===== config.mk =====
export PLATFORM = sky130hd
export DESIGN_NAME = mem_stage
export DESIGN_NICKNAME = d
export VERILOG_FILES = /design/src/rtl/common.sv /design/src/rtl/mem_align.sv /design/src/rtl/mem_stage.sv
export SDC_FILE = /design/constraint.sdc
export NUM_CORES = 1
export LEC_CHECK = 0
export ABC_AREA = 1
export CORE_AREA = 2 2 298 300
export DETAILED_ROUTE_END_ITERATION = 8
export DIE_AREA = 0 0 300 302
export MAX_ROUTING_LAYER = met4
export PLACE_DENSITY = 0.41
export RECOVER_POWER = 25
export REMOVE_ABC_BUFFERS = 1
export SYNTH_ARGS = -nofsm -noshare
export SYNTH_HDL_FRONTEND = slang
export SYNTH_SLANG_ARGS = --single-unit

===== constraint.sdc =====
create_clock -name clk -period 2.35 [get_ports clk]
set_input_delay 0.47 -clock clk [delete_from_list [all_inputs] [get_ports clk]]
set_output_delay 0.47 -clock clk [all_outputs]
set_load 0.05 [all_outputs]

===== src/rtl/common.sv =====
// Shared core types: pipeline register payloads, data-bus request/response,
// access sizes and the byte-strobe helper used by the memory stage.
package common;
  localparam int XLEN = 64;

  typedef logic [XLEN-1:0] word_t;

  typedef enum logic [1:0] {
    MSIZE1 = 2'd0,
    MSIZE2 = 2'd1,
    MSIZE4 = 2'd2,
    MSIZE8 = 2'd3
  } msize_t;

  typedef struct packed {
    logic   reg_write;
    logic   mem_read;
    logic   mem_write;
    logic   mem_unsigned;
    msize_t msize;
  } control_t;

  typedef struct packed {
    word_t       pc;
    control_t    ctl;
    logic [4:0]  dst;
    logic        is_bubble;
    word_t       alu_result;
    word_t       store_data;
    logic        csr_write;
    logic [11:0] csr_addr;
    word_t       csr_data;
  } execute_data_t;

  typedef struct packed {
    word_t       pc;
    control_t    ctl;
    logic [4:0]  dst;
    logic        is_bubble;
    word_t       alu_result;
    word_t       mem_result;
    logic        misaligned;
    logic        csr_write;
    logic [11:0] csr_addr;
    word_t       csr_data;
  } memory_data_t;

  typedef struct packed {
    logic       valid;
    word_t      addr;
    msize_t     size;
    logic [7:0] strobe;
    word_t      data;
  } dbus_req_t;

  typedef struct packed {
    logic  addr_ok;
    logic  data_ok;
    word_t data;
  } dbus_resp_t;

  // Byte-lane mask for an access of the given size, before lane alignment.
  function automatic logic [7:0] sizeMask(input msize_t size);
    logic [7:0] mask;
    case (size)
      MSIZE1:  mask = 8'h01;
      MSIZE2:  mask = 8'h03;
      MSIZE4:  mask = 8'h0F;
      MSIZE8:  mask = 8'hFF;
      default: mask = 8'h00;
    endcase
    return mask;
  endfunction
endpackage


===== src/rtl/mem_align.sv =====
// Combinational lane logic: store strobe/data alignment, load byte extraction
// with sign/zero extension, and the natural-alignment check.
module mem_align
  import common::*;
(
  input  logic [2:0] byteOff,
  input  msize_t     size,
  input  logic       isUnsigned,
  input  word_t      storeData,
  input  word_t      loadRaw,
  output logic [7:0] strobe,
  output word_t      wdata,
  output word_t      loadResult,
  output logic       misaligned
);
  word_t shifted_s;

  // Store lane placement and misalignment check.
  always_comb begin
    strobe = sizeMask(size) << byteOff;
    wdata  = storeData << {byteOff, 3'b000};
    case (size)
      MSIZE1:  misaligned = 1'b0;
      MSIZE2:  misaligned = byteOff[0];
      MSIZE4:  misaligned = |byteOff[1:0];
      MSIZE8:  misaligned = |byteOff;
      default: misaligned = 1'b0;
    endcase
  end

  // Load extraction: bring the addressed lane down to bit 0, then extend.
  always_comb begin
    shifted_s = loadRaw >> {byteOff, 3'b000};
    case (size)
      MSIZE1: begin
        if (isUnsigned) loadResult = {56'd0, shifted_s[7:0]};
        else            loadResult = {{56{shifted_s[7]}}, shifted_s[7:0]};
      end
      MSIZE2: begin
        if (isUnsigned) loadResult = {48'd0, shifted_s[15:0]};
        else            loadResult = {{48{shifted_s[15]}}, shifted_s[15:0]};
      end
      MSIZE4: begin
        if (isUnsigned) loadResult = {32'd0, shifted_s[31:0]};
        else            loadResult = {{32{shifted_s[31]}}, shifted_s[31:0]};
      end
      MSIZE8:  loadResult = shifted_s;
      default: loadResult = shifted_s;
    endcase
  end
endmodule


===== src/rtl/mem_stage.sv =====
// Memory-access stage: issues one data-bus transaction per instruction, stalls
// the pipeline until data_ok, and holds the response until the stage retires.
module mem_stage
  import common::*;
(
  input  logic          clk,
  input  logic          reset,
  input  execute_data_t dataE,
  input  logic          Iwait,
  output dbus_req_t     dreq,
  input  dbus_resp_t    dresp,
  output memory_data_t  dataM,
  output logic          Dwait
);
  typedef enum logic [1:0] {
    IDLE = 2'd0,
    BUSY = 2'd1,
    DONE = 2'd2
  } state_t;

  state_t     state_r, nextState_s;
  word_t      holdData_r;
  logic       capture_s, reqValid_s, misaligned_s, isMem_s, access_s;
  logic [7:0] strobe_s;
  word_t      wdata_s, loadResult_s;
  logic       unusedAddrOk_s;

  assign unusedAddrOk_s = dresp.addr_ok;

  mem_align uAlign (
    .byteOff    (dataE.alu_result[2:0]),
    .size       (dataE.ctl.msize),
    .isUnsigned (dataE.ctl.mem_unsigned),
    .storeData  (dataE.store_data),
    .loadRaw    (holdData_r),
    .strobe     (strobe_s),
    .wdata      (wdata_s),
    .loadResult (loadResult_s),
    .misaligned (misaligned_s)
  );

  assign isMem_s  = dataE.ctl.mem_read | dataE.ctl.mem_write;
  assign access_s = !dataE.is_bubble && isMem_s && !misaligned_s;

  // State register.
  always_ff @(posedge clk or posedge reset) begin
    if (reset) state_r <= IDLE;
    else       state_r <= nextState_s;
  end

  // Response hold register, loaded only while a request is outstanding.
  always_ff @(posedge clk or posedge reset) begin
    if (reset)          holdData_r <= 64'd0;
    else if (capture_s) holdData_r <= dresp.data;
    else                holdData_r <= holdData_r;
  end

  // Next-state, request valid and stall.
  always_comb begin
    nextState_s = state_r;
    reqValid_s  = 1'b0;
    Dwait       = 1'b0;
    capture_s   = 1'b0;
    case (state_r)
      IDLE: begin
        if (access_s) begin
          reqValid_s = 1'b1;
          Dwait      = 1'b1;
          if (dresp.data_ok) begin
            capture_s   = 1'b1;
            nextState_s = DONE;
          end else begin
            nextState_s = BUSY;
          end
        end else begin
          nextState_s = IDLE;
        end
      end
      BUSY: begin
        reqValid_s = 1'b1;
        Dwait      = 1'b1;
        if (dresp.data_ok) begin
          capture_s   = 1'b1;
          nextState_s = DONE;
        end else begin
          nextState_s = BUSY;
        end
      end
      DONE: begin
        // A frozen pipeline keeps the same instruction here; never re-issue it.
        if (Iwait) nextState_s = DONE;
        else       nextState_s = IDLE;
      end
      default: nextState_s = IDLE;
    endcase
  end

  // Bus request and stage output assembly.
  always_comb begin
    dreq.valid  = reqValid_s;
    dreq.addr   = dataE.alu_result;
    dreq.size   = dataE.ctl.msize;
    dreq.data   = wdata_s;
    if (dataE.ctl.mem_write) dreq.strobe = strobe_s;
    else                     dreq.strobe = 8'h00;

    dataM.pc         = dataE.pc;
    dataM.ctl        = dataE.ctl;
    dataM.dst        = dataE.dst;
    dataM.is_bubble  = dataE.is_bubble | Dwait;
    dataM.alu_result = dataE.alu_result;
    dataM.misaligned = !dataE.is_bubble && isMem_s && misaligned_s;
    dataM.csr_write  = dataE.csr_write;
    dataM.csr_addr   = dataE.csr_addr;
    dataM.csr_data   = dataE.csr_data;
    if ((state_r == DONE) && dataE.ctl.mem_read) dataM.mem_result = loadResult_s;
    else                                         dataM.mem_result = dataE.alu_result;
  end
endmodule


Word-level counts from Yosys, hierarchy flattened --
Cells that the tools add are included.
Storage, ports and cells: logic and storage cells 39, bits of input ports 350, output and inout port bits 422, register bits after elaboration 66
Operators by class: equal/unequal tests 5, multiplexer cells 17, bitwise operators 2, reductions and logical operators 10, shifts and indexed selects 3
Operator list (count):
- two-way mux 64 bit | 4
- case mux 64 bit (4 select lines) | 1
- << shifter 64 x 6 -> 64 bit | 1
- >> shifter 64 x 6 -> 64 bit | 1
- case mux 8 bit (4 select lines) | 1
- two-way mux 8 bit | 1
- << shifter 8 x 3 -> 8 bit | 1
- == test 2 bit (second input constant) | 3
- two-way mux 2 bit | 3
- case mux 2 bit (3 select lines) | 1
- == test 2 x 1 -> 1 bit (second input constant) | 2
- logical AND 1 bit | 4
- zero test 2 bit | 2
- case mux 1 bit (2 select lines) | 2
- case mux 1 bit (4 select lines) | 1
- two-way mux 1 bit | 3
- OR reduction 3 bit | 1
- zero test 1 bit | 2
- OR 1 bit | 2
- OR reduction 2 bit | 1

Logic depth before layout (Yosys ltp) --
depth after elaboration 7, mapped depth 12, mapped depth without buffers 10

Cells and area by module --
Synthesis repeated with hierarchy kept, for this count alone.
Second synthesis, totals: cells, all modules 1574, area, all modules 10284.9 µm²
By module, submodules not included:
- mem_stage | times used 1, cells an instance 687, area each 6192.2 µm²
- mem_align | times used 1, cells an instance 887, area each 4092.7 µm²

Least setup slack after synthesis --
OpenSTA, ideal clock, no wires.
path kind input to output, from input port dataE[141] (netlist bit), to output port dreq[49] (netlist bit), arrival 2.473 ns, setup slack -0.593 ns, buffers on the path 4, required time 1.880 ns, cell stages on the path 9, cell sequence buf_6 > inv_4 > buf_4 > buf_2 > buf_2 > nand2_1 > nand2_1 > o21ai_0 > o21ai_0
RTL lines:
- start, declared | line mem_stage.sv:8 | input execute_data_t dataE,
- end, declared | line mem_stage.sv:10 | output dbus_req_t dreq,

==> results.md <==
- Final std cells w/o fill: 3212
- Slew Viols, Final: 0
- Pleak: 9.52 nW
- Via density: 4.00
- Largest net degree at the start of global routing: 67
- Antenna Nets Post-Route: 0
- Max VDD drop: 0.346 mV
- Relative slew slack: 26.3%
- Post-route setup TNS: -8.01 ns
- Core Area: 87600 um^2
- CP Data Required Time: 1.88 ns
- TritonCTS Buffers: 9
- Post-layout net count: 2384
- Crit path cell chain: inv_1 -> nand2_1 -> nand3_2 -> nand3_4 -> nand3_4 -> buf_12 -> buf_12 -> nand3_4 -> nor2_4 -> nor2_4 -> buf_12
- Worst-path clk slew: 0.06 ns
- FMAX: 392 MHz
- Sequential fraction of the synthesis area: 17.2%
- Max cap viols: 0
- Boundary Pins: 772
- Largest fanout on the critical path: 8
- CP max-delay cell: dfrtp_1
- Die ar.: 90600 um^2
- Most frequent cells in the layout: 434 x nand2_1, 293 x buf_12, 214 x buf_4
- Initial Util: 11.0%
- DRT Wirelength: 94800 um
- Crit. End Element: output port
- Cells after DPL: 3140
- Clk Tree Root Cell: clkbuf_16
- Syn Inst Count: 1635
- Dpl cell area: 18100 um^2
- Die X: 300 um
- Worst-Skew Late Latency: 0.39 ns
- DR WL/cell: 29.5 um
- Drt initial violations: 904
- DPL Wire Length: 73800 um
- # DRC: 0
- Outcome: finished with violations
- DRT Pass-1 Iters: 5
- Critical Path AT: 2.08 ns
- Commonest non-fill, non-tap cell in the layout: nand2_1
- Synth Register Bits: 66
- Layout cell share with drive strength beyond 1: 44.5%
- Unrepaired setup endpoints after global routing: yes
- H-tree depth: 3
- First-pass GRT wire length: 123000 um
- Worst-margin pin slew: 1.11 ns
- Vias in the first global route: 12.7k
- All-Layer GR Usage: 21.0%
- Fin area: 21200 um^2
- Clock skew: 0.00589 ns
- Final setup vio count: 60
- Tcrit/Tclk final: 109%
- CP max stage delay: 0.40 ns
- Pwr dens: 524 nW/um^2
- CTS Sinks: 66
- CP startpoint kind: flip-flop
- Via count: 12.8k
- Initial antenna violation count: 9
- Post-synthesis average cell area: 5.87 um^2
- Minimum clock period: 2.55 ns
- Max Root-Sink Buffers: 2
- Row cnt: 109
- Post-synth cell types: 34
- Grt ovf: 0
- Critical path class: reg -> out
- Min-delay worst type: reg -> reg
- Port bufs: 476
- Failing checks: setup timing
- GPL Wtd Cong: 0.823
- Post-Syn Area: 9600 um^2
- Die H: 302 um
- Final Hold Fails: 0
- CTS tree: yes
- Synth-to-Final Area Change: 121%
- Worst hold margin: 0.506 ns
- Synth Warn #: 0
- Setup WS post-layout: -0.204 ns
==> area by class of cell <==
cell class | count | area, um^2
antenna | 8 | 20.0
sequential | 66 | 1650
multi-input combinational | 1110 | 6720
clock inverter | 6 | 66.3
timing repair buffer | 779 | 10800
tap | 1165 | 1460
clock buffer | 10 | 239
inverter | 68 | 294
fill | 9608 | 66300
==> synthesized netlist by cell type (all sizes together) <==
master / instances / area (um^2)
o21ai: 91 / 455
a21o: 1 / 7.51
buf: 359 / 2570
nor2: 207 / 798
and2: 1 / 6.26
o31ai: 6 / 45.0
o221ai: 1 / 8.76
nand2: 481 / 1830
nand3: 224 / 1180
o22ai: 6 / 37.5
nand4: 4 / 25.0
dfrtp: 66 / 1650
nor3: 2 / 10.0
a211oi: 1 / 7.51
a31oi: 4 / 25.0
a22oi: 1 / 7.51
o211ai: 20 / 150
a21oi: 36 / 180
inv: 67 / 254
clkbuf: 32 / 120
clkinv: 1 / 3.75
mux2i: 19 / 190
a31o: 1 / 8.76
or2: 4 / 25.0
==> layer usage <==
layer	wire length, um	vias up	share of wire (%)	track usage [%]
li1	-	5805	-	-
met1	41300	6091	44	26.0
met2	37500	913	40	28.0
met3	15200	34	16	14.9
met4	775	0	0.82	2.17
met5	0	-	0	-
==> registers in the layout, summed over array words and instances (netlist names) <==
name / cells
holdData_r: 64
state_r: 2
==> worst max-delay path, delay by kind of cell (launching register included) <==
kind                   cells  cell delay, ns
buffers and inverters      4            0.55
and+or+nand+nor            7            0.73
DFF                        1            0.40
==> kinds of logic (layout without fill, tap and decap cells) <==
group / after synthesis / count (layout) / share of synthesized area [%]
flip-flops: 66 / 66 / 17.2
other: 0 / 8 / 0
buffers and inverters: 459 / 863 / 30.8
AO/OA/AOI/OAI: 168 / 168 / 9.73
AND/OR/NAND/NOR: 923 / 923 / 40.3
multiplexers: 19 / 19 / 1.98
==> power by group <==
part           switching (mW)  internal, mW
registers               0.410          1.59
logic                    4.16          3.46
clock network           0.645         0.849
total                    5.22          5.90
==> path summary, 6_finish.rpt <==
kind                                  end  cells past startpoint  slack [ns]           start
setup reg to reg           holdData_r[32]                      6        0.77      state_r[1]
max in group asynchronous  holdData_r[63]                      3        0.65           reset
setup / recovery               dataM[133]                     11       -0.20  holdData_r[55]
hold reg to reg            holdData_r[24]                      2        0.51  holdData_r[24]
hold / removal             holdData_r[24]                      2        0.51  holdData_r[24]
min in group asynchronous  holdData_r[18]                      3        0.93           reset
==> stage by stage <==
| step | utilization [%] | power (mW) | setup WS (ns) |
|---|---|---|---|
| 3_3_place_gp | 20.6 | 8.68 | -0.719 |
| 3_5_place_dp | 20.6 | 8.68 | -0.709 |
| 6_report | 24.2 | 11.1 | -0.204 |
| 4_1_cts | 23.3 | 11.0 | -0.256 |
| 2_1_floorplan | - | 4.42 | -2.39 |
| 5_1_grt | 24.2 | 11.8 | -0.282 |
==> what timing repair did <==
| item | 4_1_cts | 5_1_grt |
|---|---|---|
| setup endpoints to repair | 129 | 117 |
| pin swaps | 66 | 86 |
| cloned | 13 | 3 |
| gates resized for setup | 411 | 189 |
| hold buffers | 0 | 0 |
| buffers inserted | 26 | 13 |
Power figures use the tool's default switching activity.
